**src/rtl/huff_serial_rx.sv**
```systemverilog
// Serial receive front-end for huffChip: synchronises serial_in, deframes bytes and hands them downstream.
// Optional even-parity checking is built when PARITY_CHECK_EN is defined.
module huff_serial_rx #(
   parameter int CLKS_PER_BIT = 4,
   parameter int DATA_BITS    = 8
) (
   input  logic       clk,
   input  logic       n_rst,
   input  logic       serial_in,
   input  logic       byte_ready,
   output logic [7:0] byte_data,
   output logic       byte_valid,
   output logic       framing_error,
   output logic       overrun_error
);

   localparam int CNT_W = $clog2(CLKS_PER_BIT);
   localparam int BIT_W = $clog2(DATA_BITS + 1);
   localparam logic [CNT_W-1:0] HALF_LAST = CNT_W'(CLKS_PER_BIT / 2 - 1);
   localparam logic [CNT_W-1:0] BIT_LAST  = CNT_W'(CLKS_PER_BIT - 1);
   localparam logic [BIT_W-1:0] DATA_LAST = BIT_W'(DATA_BITS - 1);

   typedef enum logic [2:0] {
      IDLE,
      START,
      DATA,
      PARITY,
      STOP,
      WAIT_IDLE
   } rx_state_t;

   rx_state_t              state, state_next;
   logic                   rx_meta, rx_s;
   logic [CNT_W-1:0]       clk_cnt, clk_cnt_next;
   logic [BIT_W-1:0]       bit_cnt, bit_cnt_next;
   logic [DATA_BITS-1:0]   shift_reg, shift_next;
   logic                   frame_done, frame_done_next;
   logic                   frame_err_next;
   logic                   parity_bad;
   logic                   tick;

`ifdef PARITY_CHECK_EN
   logic parity_bit, parity_next;

   always_ff @(posedge clk or negedge n_rst) begin
      if (!n_rst) parity_bit <= 1'b0;
      else        parity_bit <= parity_next;
   end

   // Even parity: data bits plus parity bit must contain an even number of ones.
   assign parity_bad = (^shift_reg) ^ parity_bit;
`else
   assign parity_bad = 1'b0;
`endif

   assign tick = (clk_cnt == BIT_LAST);

   always_ff @(posedge clk or negedge n_rst) begin
      if (!n_rst) begin
         rx_meta    <= 1'b1;
         rx_s       <= 1'b1;
         state      <= IDLE;
         clk_cnt    <= '0;
         bit_cnt    <= '0;
         shift_reg  <= '0;
         frame_done <= 1'b0;
      end else begin
         rx_meta    <= serial_in;
         rx_s       <= rx_meta;
         state      <= state_next;
         clk_cnt    <= clk_cnt_next;
         bit_cnt    <= bit_cnt_next;
         shift_reg  <= shift_next;
         frame_done <= frame_done_next;
      end
   end

   always_comb begin
      state_next      = state;
      clk_cnt_next    = clk_cnt;
      bit_cnt_next    = bit_cnt;
      shift_next      = shift_reg;
      frame_done_next = 1'b0;
      frame_err_next  = 1'b0;
`ifdef PARITY_CHECK_EN
      parity_next     = parity_bit;
`endif
      case (state)
         IDLE: begin
            if (!rx_s) begin
               state_next   = START;
               clk_cnt_next = '0;
            end
         end
         // Re-check the line at mid start bit so short low glitches are ignored.
         START: begin
            if (clk_cnt == HALF_LAST) begin
               clk_cnt_next = '0;
               bit_cnt_next = '0;
               state_next   = rx_s ? IDLE : DATA;
            end else begin
               clk_cnt_next = clk_cnt + 1'b1;
            end
         end
         DATA: begin
            if (tick) begin
               clk_cnt_next = '0;
               shift_next   = DATA_BITS'({rx_s, shift_reg} >> 1);
               if (bit_cnt == DATA_LAST) begin
                  bit_cnt_next = '0;
`ifdef PARITY_CHECK_EN
                  state_next   = PARITY;
`else
                  state_next   = STOP;
`endif
               end else begin
                  bit_cnt_next = bit_cnt + 1'b1;
               end
            end else begin
               clk_cnt_next = clk_cnt + 1'b1;
            end
         end
`ifdef PARITY_CHECK_EN
         PARITY: begin
            if (tick) begin
               clk_cnt_next = '0;
               parity_next  = rx_s;
               state_next   = STOP;
            end else begin
               clk_cnt_next = clk_cnt + 1'b1;
            end
         end
`endif
         STOP: begin
            if (tick) begin
               clk_cnt_next = '0;
               if (!rx_s) begin
                  frame_err_next = 1'b1;
                  state_next     = WAIT_IDLE;
               end else if (parity_bad) begin
                  frame_err_next = 1'b1;
                  state_next     = IDLE;
               end else begin
                  frame_done_next = 1'b1;
                  state_next      = IDLE;
               end
            end else begin
               clk_cnt_next = clk_cnt + 1'b1;
            end
         end
         WAIT_IDLE: begin
            if (rx_s) state_next = IDLE;
         end
         default: state_next = IDLE;
      endcase
   end

   // A finished byte loads only if the output register is free or draining this cycle.
   always_ff @(posedge clk or negedge n_rst) begin
      if (!n_rst) begin
         byte_data     <= '0;
         byte_valid    <= 1'b0;
         framing_error <= 1'b0;
         overrun_error <= 1'b0;
      end else begin
         framing_error <= frame_err_next;
         overrun_error <= 1'b0;
         if (frame_done) begin
            if (!byte_valid || byte_ready) begin
               byte_data  <= 8'(shift_reg);
               byte_valid <= 1'b1;
            end else begin
               overrun_error <= 1'b1;
            end
         end else if (byte_valid && byte_ready) begin
            byte_valid <= 1'b0;
         end
      end
   end

endmodule

```
**config.mk**
```make
export PLATFORM = sky130hd
export DESIGN_NAME = huff_serial_rx
export DESIGN_NICKNAME = d
export VERILOG_FILES = /design/src/rtl/huff_serial_rx.sv
export SDC_FILE = /design/constraint.sdc
export NUM_CORES = 1
export LEC_CHECK = 0
export ABC_CLOCK_PERIOD_IN_PS = 2100
export BUFFER_PORTS_ARGS = -buffer_cell sky130_fd_sc_hd__buf_2
export CELL_PAD_IN_SITES_DETAIL_PLACEMENT = 2
export CELL_PAD_IN_SITES_GLOBAL_PLACEMENT = 2
export CORE_MARGIN = 5
export CORE_UTILIZATION = 28
export DETAILED_ROUTE_END_ITERATION = 7
export GPL_ROUTABILITY_DRIVEN = 1
export PLACE_DENSITY = 0.64
export SKIP_LAST_GASP = 1
export SLEW_MARGIN = 30
export SYNTH_ARGS = -nofsm -noshare
export SYNTH_HDL_FRONTEND = slang
export SYNTH_SLANG_ARGS = --single-unit
```
**constraint.sdc**
```tcl
create_clock -name clk -period 2.1 [get_ports clk]
set_clock_uncertainty 0.2 [all_clocks]
set_input_delay 0.315 -clock clk [delete_from_list [all_inputs] [get_ports clk]]
set_output_delay 0.315 -clock clk [all_outputs]
set_load 0.03 [all_outputs]
```
==> out/results.txt, run 1 <==
Row generation in the floorplan step produced 25 rows. The Yosys step of the flow raised 0 warnings. TritonCTS built the clock tree. The per-cell routed wire length works out to 15.4 um. After clock tree synthesis, the clock-pin slew on the worst setup and hold paths is 0.06 ns. The largest voltage drop on the vdd net is 0.000422 V, and the worst hold path depth is 3. Fraction of final layout cells sized beyond drive strength 1: 0.366. For this run the aggregate overflow at the end of global routing stands at 0.

The clock net in this run drives a total of 31 sinks. The critical path runs through a total of 4 cells. The proportion of power drawn by flip-flops and latches was 0.462; the height of the chip was 80.7 um. In this run the power spent charging and discharging nets is 0.497 mW. The tree is rooted in a clkbuf_8. Wires add up to 3.04 mm.

The floorplan step defined a die boundary enclosing 0.00652 sq mm. Before CTS, the worst setup slack after placement is 0.246 ns. The tools report the number of hold-slack violations in the final timing report as 0. Setup repair after global routing left no endpoint under its margin. Registers take 778 sq um. In the synthesized netlist, the cells that appear most often are 29 x dfrtp_1, 19 x mux2_2, 9 x inv_1.

The number of nets in the layout is 138, and the count of final max-slew check failures is 0. The fraction of power spent switching nets was 0.306. The worst hold path belongs to the class input port to flop.

The x dimension of the die was 80.7 um. By area the synthesized netlist is led by dfrtp_1 52%, mux2_2 15%, dfstp_2 3.8%. Across the run, the number of max-cap violations was 0. For the power share of the combinational group, the log shows 0.217. The internal portion of the total power is 1.13 mW. The sum of buffers and inverters on the critical path came out at 1. In this run the standard cell core region covers 0.00479 sq mm. The critical path goes through ha_1 -> and4bb_1 -> buf_4 -> mux2_2. Number of DRC markers in iteration 0: 12. STA puts the critical path data required time at 2.06 ns. The run gives 0.321 as the clock network power share. The tools report the number of nets still failing antenna checks after routing as 0. TritonCTS created 5 clock buffers. Summed over all failing endpoints, the final setup total negative slack is 0 ns. The flip-flop cell with the highest count after synthesis is dfrtp_1.

The type of the worst setup path is flop to flop. The total routing usage reported by global routing is 0.107. STA classifies the critical path startpoint as a flop.

Effective utilization at floorplan: 0.293. The number of nets handed over by synthesis was 118. The repair_antennas step left the layout with diodes totalling 0. The instance count after placement with tap cells included was 188; the total I/O pin count was 15.

The leading area contributor after synthesis is dfrtp_1. Relative to the synthesized area, the layout overhead comes to 18.8%. The top-area cell type share of the netlist area is 0.518, and the logic depth of the worst register-to-register path is 4. Summing all multi-input logic gate instances after layout gives 559 sq um.

In this run the critical register-to-register path is captured at shift_reg[4]. Setup slack closes at 0.257 ns. In the post-synthesis netlist, the cell with the most instances is dfrtp_1. After technology mapping, the gate count stands at 110. For the finished layout, the period the worst path requires is 1.84 ns. The launch point of the worst reg-to-reg path was clk_cnt[1].

The run gives 0.26 ns as the worst-case register-to-register setup slack. Static timing analysis puts the maximum clock frequency at 0.542 GHz. The detailed placer's ending HPWL was 2.12 mm. In this run, distinct cell masters in the synthesized netlist total 35.

At the end of routability-driven placement, the weighted congestion stood at 0.767. Entering global routing, the biggest net connects 32 pins. The sequential element share of the synthesized area was 0.555. The first global-routing pass estimated 5.26 mm of wire.

The async set-reset flop share out of synthesis came out at 1.00. The count of flip-flops with a built-in enable after synthesis was 0; the total power density per cell area was 976 mW/mm^2. Cell family contributing the most delay on the critical path: flip-flops.

The netlist area before placement is 0.00140 sq mm. The total number of H-tree levels is 2, and the count of input and output buffers is 14. The maximum single-stage delay on the critical path was 0.40 ns; the via count of the first global-routing pass was 1059. On the final layout, the worst hold slack is 0.130 ns.

The analysis attributes to cell leakage a power of 0.808 nW. For the worst endpoint data arrival time, the log shows 1.81 ns. The longest clock path from root to sink contains 2 buffers.

Number of inserted filler cells in the final layout: 523. The tools report the non-filler instance count after layout as 198. The via total after detailed routing is 942, and the mean area per synthesized cell is 12.7 sq um.

The transition at the pin with the smallest max-transition slack works out to 0.706 ns. Insertion delay of the later-clocked pin in the worst-skew pair: 0.28 ns. Of all nets on the critical path, the largest fanout is 9. In the routed layout, each cell is associated on average with a via count of 4.76. STA classifies the critical path endpoint as a flop.

After detailed routing, the number of remaining DRC violations is 0. The post-route fraction of the period consumed by the critical path works out to 0.878. The slowest stage of the critical path belongs to the cell dfrtp_1. The flow ran to the end, and the final reports show no timing, DRC or antenna violations.

The worst max-slew margin expressed relative to the limit was 0.529; the total of flip-flops plus latches after synthesis was 31. Setup violations remaining at the end of the flow were counted as 0. Initial antenna violation count: 0. In this run the most critical hold path is launched from byte_ready. For hold timing, the worst endpoint is overrun_error. The number of search-and-repair iterations in the first detailed-routing pass came out at 3.
worst register-to-register path, cell delays in order (launching register included):
cell	delay [ns]
dfrtp_1	0.40
ha_1	0.33
and4bb_1	0.27
buf_4	0.20
mux2_2	0.35
per-stage QoR:
stage / power [mW] / utilization / cell area [sq um]
floorplan: 1.01 / - / 1400
global placement: 1.09 / 0.322 / 1540
detailed placement: 1.11 / 0.322 / 1540
CTS: 1.65 / 0.348 / 1660
global route: 1.73 / 0.348 / 1660
finish: 1.62 / 0.348 / 1660
cell families (layout without fill, tap and decap cells):
group,Yosys count,after routing,share of synthesized area
compound gates,14,14,0.0821
simple gates,26,26,0.115
xor+xnor,1,1,0.00625
flops,31,31,0.555
buf+inv,14,35,0.0455
fa+ha+maj,5,5,0.0429
mux,19,19,0.153
layout make-up:
type,instances,area share
inverters,9,0.0203
clock buffers,7,0.0579
repair buffers,18,0.0632
clock inverters,1,0.00451
well taps,67,0.0504
multi-input cells,65,0.336
flip-flops and latches,31,0.468
repair_timing:
item / in CTS / in global routing
gates resized for setup: 0 / 0
buffers inserted: 0 / 0
hold buffers: 2 / 0
hold endpoints to repair: 30 / 0
endpoints found under the setup margin: 0 / 0
power by group through the flow:
stage,Sequential [mW],Clock (mW),Combinational (mW)
3_3_place_gp,0.749,0,0.336
2_1_floorplan,0.688,0,0.319
4_1_cts,0.750,0.545,0.359
5_1_grt,0.758,0.576,0.394
3_5_place_dp,0.759,0,0.351
6_report,0.750,0.521,0.352
placed cells by master, fill, tap and decap left out, drive strengths merged, types with 3 or more instances in the layout:
cell type	Yosys	routed
buf	4	16
nor2	3	3
clkbuf	1	7
o211ai	3	3
ha	4	4
nand3b	3	3
dfrtp	29	29
mux2	19	19
a21oi	3	3
inv	9	9
nand3	4	4
nand2	4	4
per-layer routing:
layer | global-route usage | share of wire | vias up | wire [um]
li1 | - | - | 434 | -
met1 | 0.119 | 0.43 | 491 | 1320
met2 | 0.189 | 0.52 | 15 | 1570
met3 | 0.0399 | 0.040 | 2 | 121
met4 | 0.0355 | 0.0082 | 0 | 25
met5 | 0 | 0 | - | 0
worst max path at each step:
stage          startpoint           end  slack, ns
2_1_floorplan  clk_cnt[1]    bit_cnt[3]       0.35
4_1_cts        clk_cnt[1]  shift_reg[4]       0.24
5_1_grt        clk_cnt[1]    bit_cnt[1]       0.16
6_report       clk_cnt[1]  shift_reg[4]       0.26
3_3_place_gp   clk_cnt[1]  shift_reg[1]       0.30
3_5_place_dp   clk_cnt[1]  shift_reg[0]       0.25
Power figures use the tool's default switching activity.
==> run 2, diff against run 1 <==
--- a/config.mk
+++ b/config.mk
@@ -9,7 +9,7 @@
 export BUFFER_PORTS_ARGS = -buffer_cell sky130_fd_sc_hd__buf_2
 export CELL_PAD_IN_SITES_DETAIL_PLACEMENT = 2
 export CELL_PAD_IN_SITES_GLOBAL_PLACEMENT = 2
-export CORE_MARGIN = 5
+export CORE_MARGIN = 3
 export CORE_UTILIZATION = 28
 export DETAILED_ROUTE_END_ITERATION = 7
 export GPL_ROUTABILITY_DRIVEN = 1
==> constraint.sdc (replaced) <==
create_clock -name clk -period 2.1 [get_ports clk]
set_clock_uncertainty 0.2 [all_clocks]
set_input_delay 0.42 -clock clk [delete_from_list [all_inputs] [get_ports clk]]
set_output_delay 0.42 -clock clk [all_outputs]
set_load 0.03 [all_outputs]
==> run 2 against run 1 <==
  * Sequential share of layout area rose by 0.071 points
  * Count of clock-buffer cells in the layout unchanged
  * Power increased by 0.51%
  * Flip-flop and latch count stayed put
  * Critical endpoint is now shift_reg[2]
  * Largest cell class unchanged
  * Largest power group unchanged
==> out/results.txt, run 2 (synthesized netlist as in run 1, its figures left out) <==
In this run, the number of DRC markers left after iteration 0 of detailed routing was 26. The total I/O pin count is 15. The height of the chip is 76.7 um. For this run, the number of standard cells in the final layout without fillers is 198. The initial antenna violation count came out at 0. The run gives 0 as the global-route congestion overflow total.

The die covers 0.00589 sq mm. The per-cell routed wire length is 15.0 um. The worst setup path is launched from a flop. The worst hold path depth was 1; the number of hold-slack violations in the final timing report was 0. The run gives 0.000458 V as the largest voltage drop on the vdd net. The worst hold-check path type was input port to flop. The destination of the worst hold path is rx_meta.

Relative to the synthesized area, the layout overhead comes to 18.6%. In this run the critical register-to-register path is captured at shift_reg[2]. The startpoint identified for the worst register-to-register timing path is clk_cnt[1].

In the final design database the tool counted 138 nets. The tools report the maximum root-to-sink buffer count as 2. Counting tap cells, the placed design contains a total of 189 instances. The count of final max-slew check failures is 0. At the pin with the least slew margin, the transition time is 0.715 ns. The type of destination of the critical path was a flop. The critical path in this run is classified as flop to flop. The count of nets left with antenna violations once routing finished came out at 0.

For the area of the core, the log shows 0.00479 sq mm. For the via total after detailed routing, the log shows 919. In this run the horizontal extent of the chip is 76.7 um. The worst register-to-register path has a setup slack of 0.20 ns.

The pre-antenna-repair detailed-routing pass consisted of 3 iterations. The number of placement rows is 25, and the worst max-slew margin expressed relative to the limit is 0.523. The routed design could run at a clock period as short as 1.90 ns. The tools report the effective utilization at floorplan as 0.293. For the worst path required time, the log shows 2.07 ns. In this run the most critical hold path is launched from serial_in. Entering global routing, the biggest net connects 32 pins.

The run gives 1 as the number of hold buffers added after CTS. The tools report the worst endpoint data arrival time as 1.88 ns. The worst register-to-register path has a depth of 4. The run finished with clean final reports. During placement, the flow inserted port buffers numbering 14. The run gives 0.347 as the core occupancy in the finished layout. CTS built an H-tree with a depth of 2.

The fraction of final layout cells sized beyond drive strength 1 was 0.374; the post-route DRC violation count was 0. CTS buffer count: 5. The tools report the first-pass GRT wire length as 5.32 mm. TritonCTS built the clock tree. The total routing usage reported by global routing is 0.116, and the via density per instance is 4.64. The final setup violation count is 0, and the total wirelength of the detailed-routed design is 2.97 mm. The clock reaches the later pin of the worst-skew pair after 0.28 ns. The number of gates resized after cts was 0. For this design the static power due to leakage is 0.809 nW.

Setup repair after global routing left no endpoint under its margin. Summed over all nets, the half-perimeter wirelength after detailed placement is 2.16 mm. The number of inserted filler cells in the final layout is 509, and the maximum clock frequency is 0.525 GHz. Adding up every negative setup slack in the final design gives 0 ns.

The leading cell type in the layout, fill and taps excluded is dfrtp_1. The post-route fraction of the period consumed by the critical path was 0.907; the total power density per cell area was 982 mW/mm^2. Routability-driven placement finished with a final weighted congestion of 0.713. Along the worst path, the maximum fanout reaches 7. The via count of the first global-routing pass was 1044; the number of sinks handled by clock tree synthesis was 31. Max-cap violations in this run came to 0.

The library cells used most frequently in the layout, excluding fill and tap cells, are 29 x dfrtp_1, 19 x mux2_2, 14 x buf_2, 9 x inv_1, 7 x clkbuf_8. Clock slew seen by the registers of the worst setup and hold paths: 0.07 ns. The number of setup buffers added after CTS is 0. The tools report the cell at the root of the clock tree as clkbuf_8. The repair_antennas step left the layout with diodes totalling 0.
==> run 2: cell types whose count changed in the layout (fill, tap and decap cells not counted) <==
cell | previous run | this run
buf_4 | 2 | 3
dlygate4sd3_1 | 2 | 1
==> run 2: how the worst max path moves through the flow <==
stage                     cells past startpoint  slack, ns  startpoint           end
after floorplan                               5       0.35  clk_cnt[1]    bit_cnt[3]
after global placement                        4       0.28  clk_cnt[1]  shift_reg[1]
after detailed placement                      4       0.20  clk_cnt[1]  shift_reg[4]
after CTS                                     4       0.17  clk_cnt[1]  shift_reg[2]
after global routing                          4       0.07  clk_cnt[1]  shift_reg[2]
final                                         4       0.20  clk_cnt[1]  shift_reg[2]
==> run 2: routing by layer <==
layer  vias up  global-route usage  part of all wire
met4         0              0.0743             0.029
met5         -                   0                 0
met3         8              0.0329             0.037
li1        434                   -                 -
met1       462               0.132              0.44
met2        15               0.188              0.49
==> run 2: critical path, stage by stage (launching register included) <==
cell and delay [ns]:
dfrtp_1 0.40, ha_1 0.31, and4bb_1 0.35, buf_4 0.20
mux2_2 0.34
==> run 2: power by group <==
part / switching (mW) / internal, mW / total [mW]
logic: 0.172 / 0.178 / 0.350
registers: 0.0983 / 0.649 / 0.747
clock network: 0.236 / 0.298 / 0.534
total: 0.507 / 1.13 / 1.63
==> run 2: stage by stage <==
step | hold WS, ns | setup slack (ns) | cell area [sq um] | total power, mW
5_1_grt | 0.0136 | 0.0738 | 1660 | 1.74
2_1_floorplan | -0.0756 | 0.350 | 1400 | 1.01
6_report | 0.0291 | 0.195 | 1660 | 1.63
4_1_cts | 0.0140 | 0.169 | 1660 | 1.66
3_3_place_gp | 0.146 | 0.281 | 1550 | 1.09
3_5_place_dp | 0.147 | 0.200 | 1550 | 1.11
==> run 2: layout make-up <==
type / instances / area [sq um] / share of cell area
well taps: 67 / 83.8 / 0.0505
multi-input cells: 65 / 559 / 0.337
flip-flops and latches: 31 / 778 / 0.468
clock inverters: 1 / 7.51 / 0.00452
inverters: 9 / 33.8 / 0.0203
repair buffers: 18 / 103 / 0.0617
clock buffers: 7 / 96.3 / 0.0580
